<file path="src/rtl/l2c_wb_pkg.sv">
// Shared definitions for the L2C writeback arbiter: one-hot FSM encoding and
// the width of the line address handed to the MNI.
package l2c_wb_pkg;

    typedef enum logic [4:0] {
        ST_IDLE        = 5'b00001,
        ST_CHECK_SPACE = 5'b00010,
        ST_TAG         = 5'b00100,
        ST_SRAM        = 5'b01000,
        ST_ACCESS      = 5'b10000
    } wbState_e;

    // Line address = {old tag, set index bits of the SRAM address, zero line offset}.
    function automatic int wbAdrWidth(input int tagW, input int adrW,
                                      input int idxLsb, input int lineOfs);
        return tagW + adrW - idxLsb + lineOfs;
    endfunction

endpackage

</file>
<file path="src/rtl/l2c_wb_prio_sel.sv">
// N-wide priority selector. Priority starts at index base_i and wraps, so a
// base of zero gives plain fixed priority with index 0 highest.
module l2c_wb_prio_sel #(
    parameter int N     = 4,
    parameter int IDX_W = (N > 1) ? $clog2(N) : 1
) (
    input  logic [N-1:0]     req_i,
    input  logic [IDX_W-1:0] base_i,
    input  logic             en_i,
    output logic [N-1:0]     grant_o,
    output logic             any_o
);

    logic [2*N-1:0] reqDbl;
    logic [N-1:0]   reqRot;
    logic [N-1:0]   grantRot;
    logic [2*N-1:0] grantDbl;

    // Rotate so the base index sits at bit 0, isolate the lowest set bit, rotate back.
    always_comb begin
        reqDbl   = {req_i, req_i};
        reqRot   = reqDbl[base_i +: N];
        grantRot = reqRot & (~reqRot + 1'b1);
        grantDbl = {grantRot, grantRot} << base_i;
        grant_o  = en_i ? grantDbl[2*N-1:N] : '0;
        any_o    = |req_i;
    end

endmodule

</file>
<file path="src/rtl/l2c_wb_arbiter.sv">
// L2C victim-writeback arbiter and sequencer: picks one requester, latches its
// address and tag, then walks tag-SRAM access, SRAM burst and MNI handshake.
// Define L2C_WB_RR_EN for round-robin arbitration; fixed priority otherwise.
module l2c_wb_arbiter
    import l2c_wb_pkg::*;
#(
    parameter int               N_REQ      = 4,
    parameter int               ADR_W      = 18,
    parameter int               TAG_W      = 17,
    parameter int               IDX_LSB    = 9,
    parameter int               LINE_OFS   = 6,
    parameter int               LINE_BEATS = 8,
    parameter logic [N_REQ-1:0] COMBO_MASK = 'b0100
) (
    input  logic                     Clk,
    input  logic                     Reset,
    input  logic                     i_mni_wb_space,
    input  logic [N_REQ-1:0]         i_req,
    input  logic [N_REQ*ADR_W-1:0]   i_sram_adr,
    input  logic [N_REQ*TAG_W-1:0]   i_old_tag,
    input  logic                     i_tag_ack,
    input  logic                     i_start,
    input  logic                     i_beat,
    output logic                     o_tag_sram_req,
    output logic                     o_tag_sram_combo,
    output logic [wbAdrWidth(TAG_W, ADR_W, IDX_LSB, LINE_OFS)-1:0] o_writeback_adr,
    output logic [ADR_W-1:0]         o_sram_adr,
    output logic                     o_mni_wb_valid,
    output logic [N_REQ-1:0]         o_ack,
    output logic                     o_busy
);

    localparam int IDX_W = (N_REQ > 1) ? $clog2(N_REQ) : 1;
    localparam int CNT_W = (LINE_BEATS > 1) ? $clog2(LINE_BEATS) : 1;
    localparam logic [CNT_W-1:0] LAST_BEAT = CNT_W'(LINE_BEATS - 1);

    wbState_e          state_q, state_d;
    logic [N_REQ-1:0]  grant_q;
    logic [N_REQ-1:0]  ack_q;
    logic              valid_q;
    logic [CNT_W-1:0]  beatCnt_q;
    logic [ADR_W-1:0]  sramAdr_q;
    logic [wbAdrWidth(TAG_W, ADR_W, IDX_LSB, LINE_OFS)-1:0] wbAdr_q;

    logic [N_REQ-1:0]  selGrant;
    logic              anyReq;
    logic [IDX_W-1:0]  rotBase;
    logic [ADR_W-1:0]  selAdr;
    logic [TAG_W-1:0]  selTag;
    logic              inIdle;

    assign inIdle = (state_q == ST_IDLE);

    l2c_wb_prio_sel #(
        .N     (N_REQ),
        .IDX_W (IDX_W)
    ) u_prio_sel (
        .req_i   (i_req),
        .base_i  (rotBase),
        .en_i    (inIdle),
        .grant_o (selGrant),
        .any_o   (anyReq)
    );

`ifdef L2C_WB_RR_EN
    logic [IDX_W-1:0] rrPtr_q, rrPtr_d, ackIdx;

    // Pointer holds the first index to search; it moves past the winner on its ack.
    always_comb begin
        ackIdx = '0;
        for (int i = 0; i < N_REQ; i++) begin
            if (ack_q[i]) ackIdx = IDX_W'(i);
        end
        rrPtr_d = rrPtr_q;
        if (|ack_q) begin
            rrPtr_d = (ackIdx == IDX_W'(N_REQ - 1)) ? '0 : ackIdx + 1'b1;
        end
    end

    always_ff @(posedge Clk) begin
        if (Reset) rrPtr_q <= '0;
        else       rrPtr_q <= rrPtr_d;
    end

    assign rotBase = rrPtr_q;
`else
    assign rotBase = '0;
`endif

    always_comb begin
        selAdr = '0;
        selTag = '0;
        for (int i = 0; i < N_REQ; i++) begin
            if (selGrant[i]) begin
                selAdr = i_sram_adr[i*ADR_W +: ADR_W];
                selTag = i_old_tag[i*TAG_W +: TAG_W];
            end
        end
    end

    always_ff @(posedge Clk) begin
        if (Reset) state_q <= ST_IDLE;
        else       state_q <= state_d;
    end

    always_comb begin
        state_d = state_q;
        unique case (state_q)
            ST_IDLE:        if (anyReq) state_d = i_mni_wb_space ? ST_TAG : ST_CHECK_SPACE;
            ST_CHECK_SPACE: if (i_mni_wb_space) state_d = ST_TAG;
            ST_TAG:         if (i_tag_ack) state_d = ST_SRAM;
            ST_SRAM:        if (i_start) state_d = ST_ACCESS;
            ST_ACCESS:      if (i_beat && (beatCnt_q == LAST_BEAT)) state_d = ST_IDLE;
            default:        state_d = ST_IDLE;
        endcase
    end

    always_comb begin
        o_tag_sram_req   = (state_q == ST_TAG);
        o_tag_sram_combo = (state_q == ST_TAG) && |(grant_q & COMBO_MASK);
        o_busy           = !inIdle;
    end

    // The ack fires the cycle after the tag grant, so it lands in the first SRAM cycle.
    always_ff @(posedge Clk) begin
        if (Reset) begin
            grant_q   <= '0;
            ack_q     <= '0;
            valid_q   <= 1'b0;
            beatCnt_q <= '0;
        end else begin
            if (inIdle) grant_q <= selGrant;
            ack_q <= ((state_q == ST_TAG) && i_tag_ack) ? grant_q : '0;
            if (i_start)     valid_q <= 1'b1;
            else if (inIdle) valid_q <= 1'b0;
            if ((state_q == ST_SRAM) && i_start) begin
                beatCnt_q <= '0;
            end else if ((state_q == ST_ACCESS) && i_beat) begin
                beatCnt_q <= (beatCnt_q == LAST_BEAT) ? '0 : beatCnt_q + 1'b1;
            end
        end
    end

    always_ff @(posedge Clk) begin
        if (inIdle && anyReq) begin
            sramAdr_q <= selAdr;
            wbAdr_q   <= {selTag, selAdr[ADR_W-1:IDX_LSB], {LINE_OFS{1'b0}}};
        end
    end

    assign o_sram_adr      = sramAdr_q;
    assign o_writeback_adr = wbAdr_q;
    assign o_mni_wb_valid  = valid_q;
    assign o_ack           = ack_q;

endmodule

</file>
<file path="config.mk">
export PLATFORM = sky130hd
export DESIGN_NAME = l2c_wb_arbiter
export DESIGN_NICKNAME = d
export VERILOG_FILES = /design/src/rtl/l2c_wb_pkg.sv /design/src/rtl/l2c_wb_prio_sel.sv /design/src/rtl/l2c_wb_arbiter.sv
export SDC_FILE = /design/constraint.sdc
export NUM_CORES = 1
export LEC_CHECK = 0
export CORE_ASPECT_RATIO = 2
export CORE_MARGIN = 4
export CORE_UTILIZATION = 40
export CTS_BUF_LIST = sky130_fd_sc_hd__clkbuf_2
export DETAILED_ROUTE_END_ITERATION = 7
export PLACE_DENSITY = 0.95
export SLEW_MARGIN = 20
export SYNTH_ARGS = -nofsm -noshare
export SYNTH_HDL_FRONTEND = slang
export SYNTH_HIERARCHICAL = 1
export SYNTH_SLANG_ARGS = --single-unit
</file>
<file path="constraint.sdc">
create_clock -name Clk -period 8.8 [get_ports Clk]
set_input_delay 2.2 -clock Clk [delete_from_list [all_inputs] [get_ports Clk]]
set_output_delay 2.2 -clock Clk [all_outputs]
set_load 0.02 [all_outputs]
</file>
==> flow_summary.json <==
{
  "stdcell_count": 601,
  "highest_layer": "met4",
  "crit_path_start_kind": "flop",
  "synth_seq_cells": 52,
  "drcViolationCount": 0,
  "layout_common_cells": "201 x clkdlybuf4s50_1, 39 x nand2_1, 36 x nor2b_1, 36 x a221oi_1",
  "critPathMaxStageDelay_ns": 0.61,
  "syn-mean-instance-area_um2": 9.72,
  "first_global_vias": 3285,
  "syn_area_mm2": 0.00308,
  "leakagePower_nw": 1.85,
  "syn2layout_area_growth_pct": 68.6,
  "cts_resized": 0,
  "grt_usage": 0.219,
  "die_x_um": 70.1,
  "fin_worst_skew_ns": 0.0140,
  "final_common_cell": "clkdlybuf4s50_1",
  "ant_nets": 0,
  "synth_top_area_share": 0.341,
  "ff2ff_setup_slack_ns": 5.28,
  "gp_congestion": 0.852,
  "wirelength_um": 10600,
  "portBuffers": 201,
  "fin_crit_sh": 0.529,
  "hpwl_um": 8470,
  "outcome": "finished clean",
  "drt-vias-per-instance": 5.37,
  "clock_path_buffers": 2,
  "hold_class": "reg2reg",
  "cts_hold_buf": 0,
  "wire_per_inst_um": 17.6,
  "place_inst": 592,
  "cp_slowest_cell": "clkdlybuf4s50_1",
  "holdPathEnd": "o_ack[1]$_SDFF_PP0_",
  "antenna_found_initial": 1,
  "drtIter0Drc": 146,
  "cp_data_required_time_ns": 6.60,
  "tightest_slew_ns": 0.816,
  "crit_path_end_kind": "output port",
  "synth_seq_area_share": 0.451,
  "cts_tree": "done",
  "drive_gt1_frac": 0.0395,
  "finalSetupViolations": 0,
  "synthTopCellsByArea": "edfxtp_1 34%, dfxtp_1 11%, a221oi_1 10%",
  "core_area_mm2": 0.00754,
  "final_max_slew_viol_count": 0,
  "powerDensity_mw_per_mm2": 197,
  "min_from": "grant_q[1]$_SDFFE_PP0N_",
  "reg2reg_to": "o_sram_adr[15]$_DFFE_PP_",
  "r2r-start": "state_q[3]$_SDFFE_PP0P_",
  "ioPinCount": 208,
  "slew_headroom": 0.456,
  "drv_cap": 0,
  "finish.utilization": 0.689,
  "worstHoldPathCells": 1,
  "synth-warning-count": 6,
  "syn_inst": 317,
  "num-fill-cells": 598,
  "critPathKind": "reg2out",
  "cp_top_family": "simple AND/OR/NAND/NOR gates",
  "final_nets": 657,
  "r2r_cells": 9,
  "wl_met3_um": 979,
  "grt_pass1_wl_um": 16100,
  "hold_violations": 0,
  "tritoncts.num_buffers": 5,
  "cts_root_buffer": "clkbuf_2",
  "synth_largest_area_cell": "edfxtp_1",
  "fmax_ghz": 0.215,
  "tns_ns": 0,
  "grt_setup_unrepaired": "no",
  "clock_latency_ns": 0.43,
  "rows": 45,
  "path_cells": "or3_4 -> or3b_1 -> clkdlybuf4s50_1",
  "ir_drop_uv": 99.4,
  "crit_fanout": 8,
  "wl_met2_um": 5900,
  "grt_max_degree": 72,
  "die_area_mm2": 0.00926,
  "post-route-min-period_ns": 4.65,
  "drt_first_pass_iters": 4,
  "grt_remaining_overflow": 0,
  "crit_buf_inv": 1,
  "vias": 3228,
  "start_util": 0.408,
  "critPathArrivalTime_ns": 2.45,
  "cts_sinks": 52,
  "drt-met1-wl_um": 3400,
  "cts_max_level": 2,
  "clk_pin_slew_ns": 0.26,
  "fp.dieH_um": 132,
  "synth.distinct_cells": 40,
  "postCtsSetupRepairBufs": 0
}
[synthesized netlist by cell type]
cell	count
nand2_1	39
nor2b_1	37
a221oi_1	36
edfxtp_1	35
o31ai_1	35
clkbuf_1	25
dfxtp_1	17
buf_4	15
nor2_1	14
mux2i_1	8
and2_1	6
nor3_1	6
inv_1	5
a21oi_1	4
nand2b_1	3
o21ai_0	3
a211oi_1	2
ha_1	2
o221ai_1	2
or3_4	2
or4_1	2
a21boi_0	1
a22o_1	1
a31o_1	1
and3_1	1
buf_1	1
buf_2	1
buf_6	1
conb_1	1
nand3_1	1
nor3b_1	1
nor4_1	1
o2111a_1	1
o211ai_1	1
o21bai_1	1
o221a_4	1
or3b_1	1
or4b_4	1
xnor2_1	1
xor2_1	1
[registers in the layout, summed over array words and instances, names as in the netlist]
register / count
state_q: 5
o_ack: 4
grant_q: 4
o_writeback_adr: 18
beatCnt_q: 3
o_mni_wb_valid: 1
o_sram_adr: 17
[per-layer routing]
metal | up-vias | global-route usage
li1 | 1536 | -
met1 | 1488 | 0.208
met2 | 183 | 0.418
met3 | 21 | 0.0710
met4 | 0 | 0.0917
met5 | - | 0
[where the power goes]
group          leakage (nW)  switching [mW]  total, mW  internal, mW
clock network        0.0434          0.0755      0.122        0.0468
logic                  1.31           0.268      0.518         0.250
registers             0.494          0.0274      0.382         0.354
total                  1.85           0.371       1.02         0.651
[per-stage QoR]
stage / total power, mW / worst slack, ns / instance area, um^2 / hold WS (ns)
floorplan: 0.661 / 5.05 / 3150 / 0.430
CTS: 1.03 / 4.10 / 5190 / 0.505
detailed placement: 0.909 / 4.03 / 5130 / 0.440
global placement: 0.889 / 4.08 / 5100 / 0.443
global route: 1.07 / 4.03 / 5190 / 0.521
finish: 1.02 / 4.15 / 5190 / 0.497
[final cells by class]
cell class	count	area, um^2	area share
Clock buffer	5	25.0	0.00482
Sequential cell	52	1390	0.268
Clock inverter	3	37.5	0.00723
Multi-Input combinational cell	236	1540	0.296
Tap cell	94	118	0.0226
Timing Repair Buffer	205	2060	0.397
Inverter	5	18.8	0.00361
Antenna cell	1	2.50	0.000482
[kinds of logic (layout without fill, tap and decap cells)]
group,count (synthesis),in the layout,synth area share
other cells,1,21,0.00122
compound gates,89,89,0.233
fa+ha+maj,2,2,0.00812
simple gates,115,115,0.195
xor+xnor,2,2,0.00569
flops,52,52,0.451
buf+inv,48,218,0.0796
mux,8,8,0.0260
[worst max-delay path by stage]
stage | start | depth (start not counted) | endpoint | slack [ns]
global placement | i_req[0] | 6 | o_writeback_adr[25]$_DFFE_PP_ | 4.08
global route | state_q[1]$_SDFFE_PP0P_ | 3 | o_busy | 4.03
CTS | state_q[1]$_SDFFE_PP0P_ | 3 | o_busy | 4.10
floorplan | i_req[0] | 8 | o_sram_adr[0]$_DFFE_PP_ | 5.05
detailed placement | i_req[0] | 7 | o_sram_adr[15]$_DFFE_PP_ | 4.03
finish | state_q[3]$_SDFFE_PP0P_ | 3 | o_busy | 4.15
No activity file was read; power rests on OpenSTA's default activity.
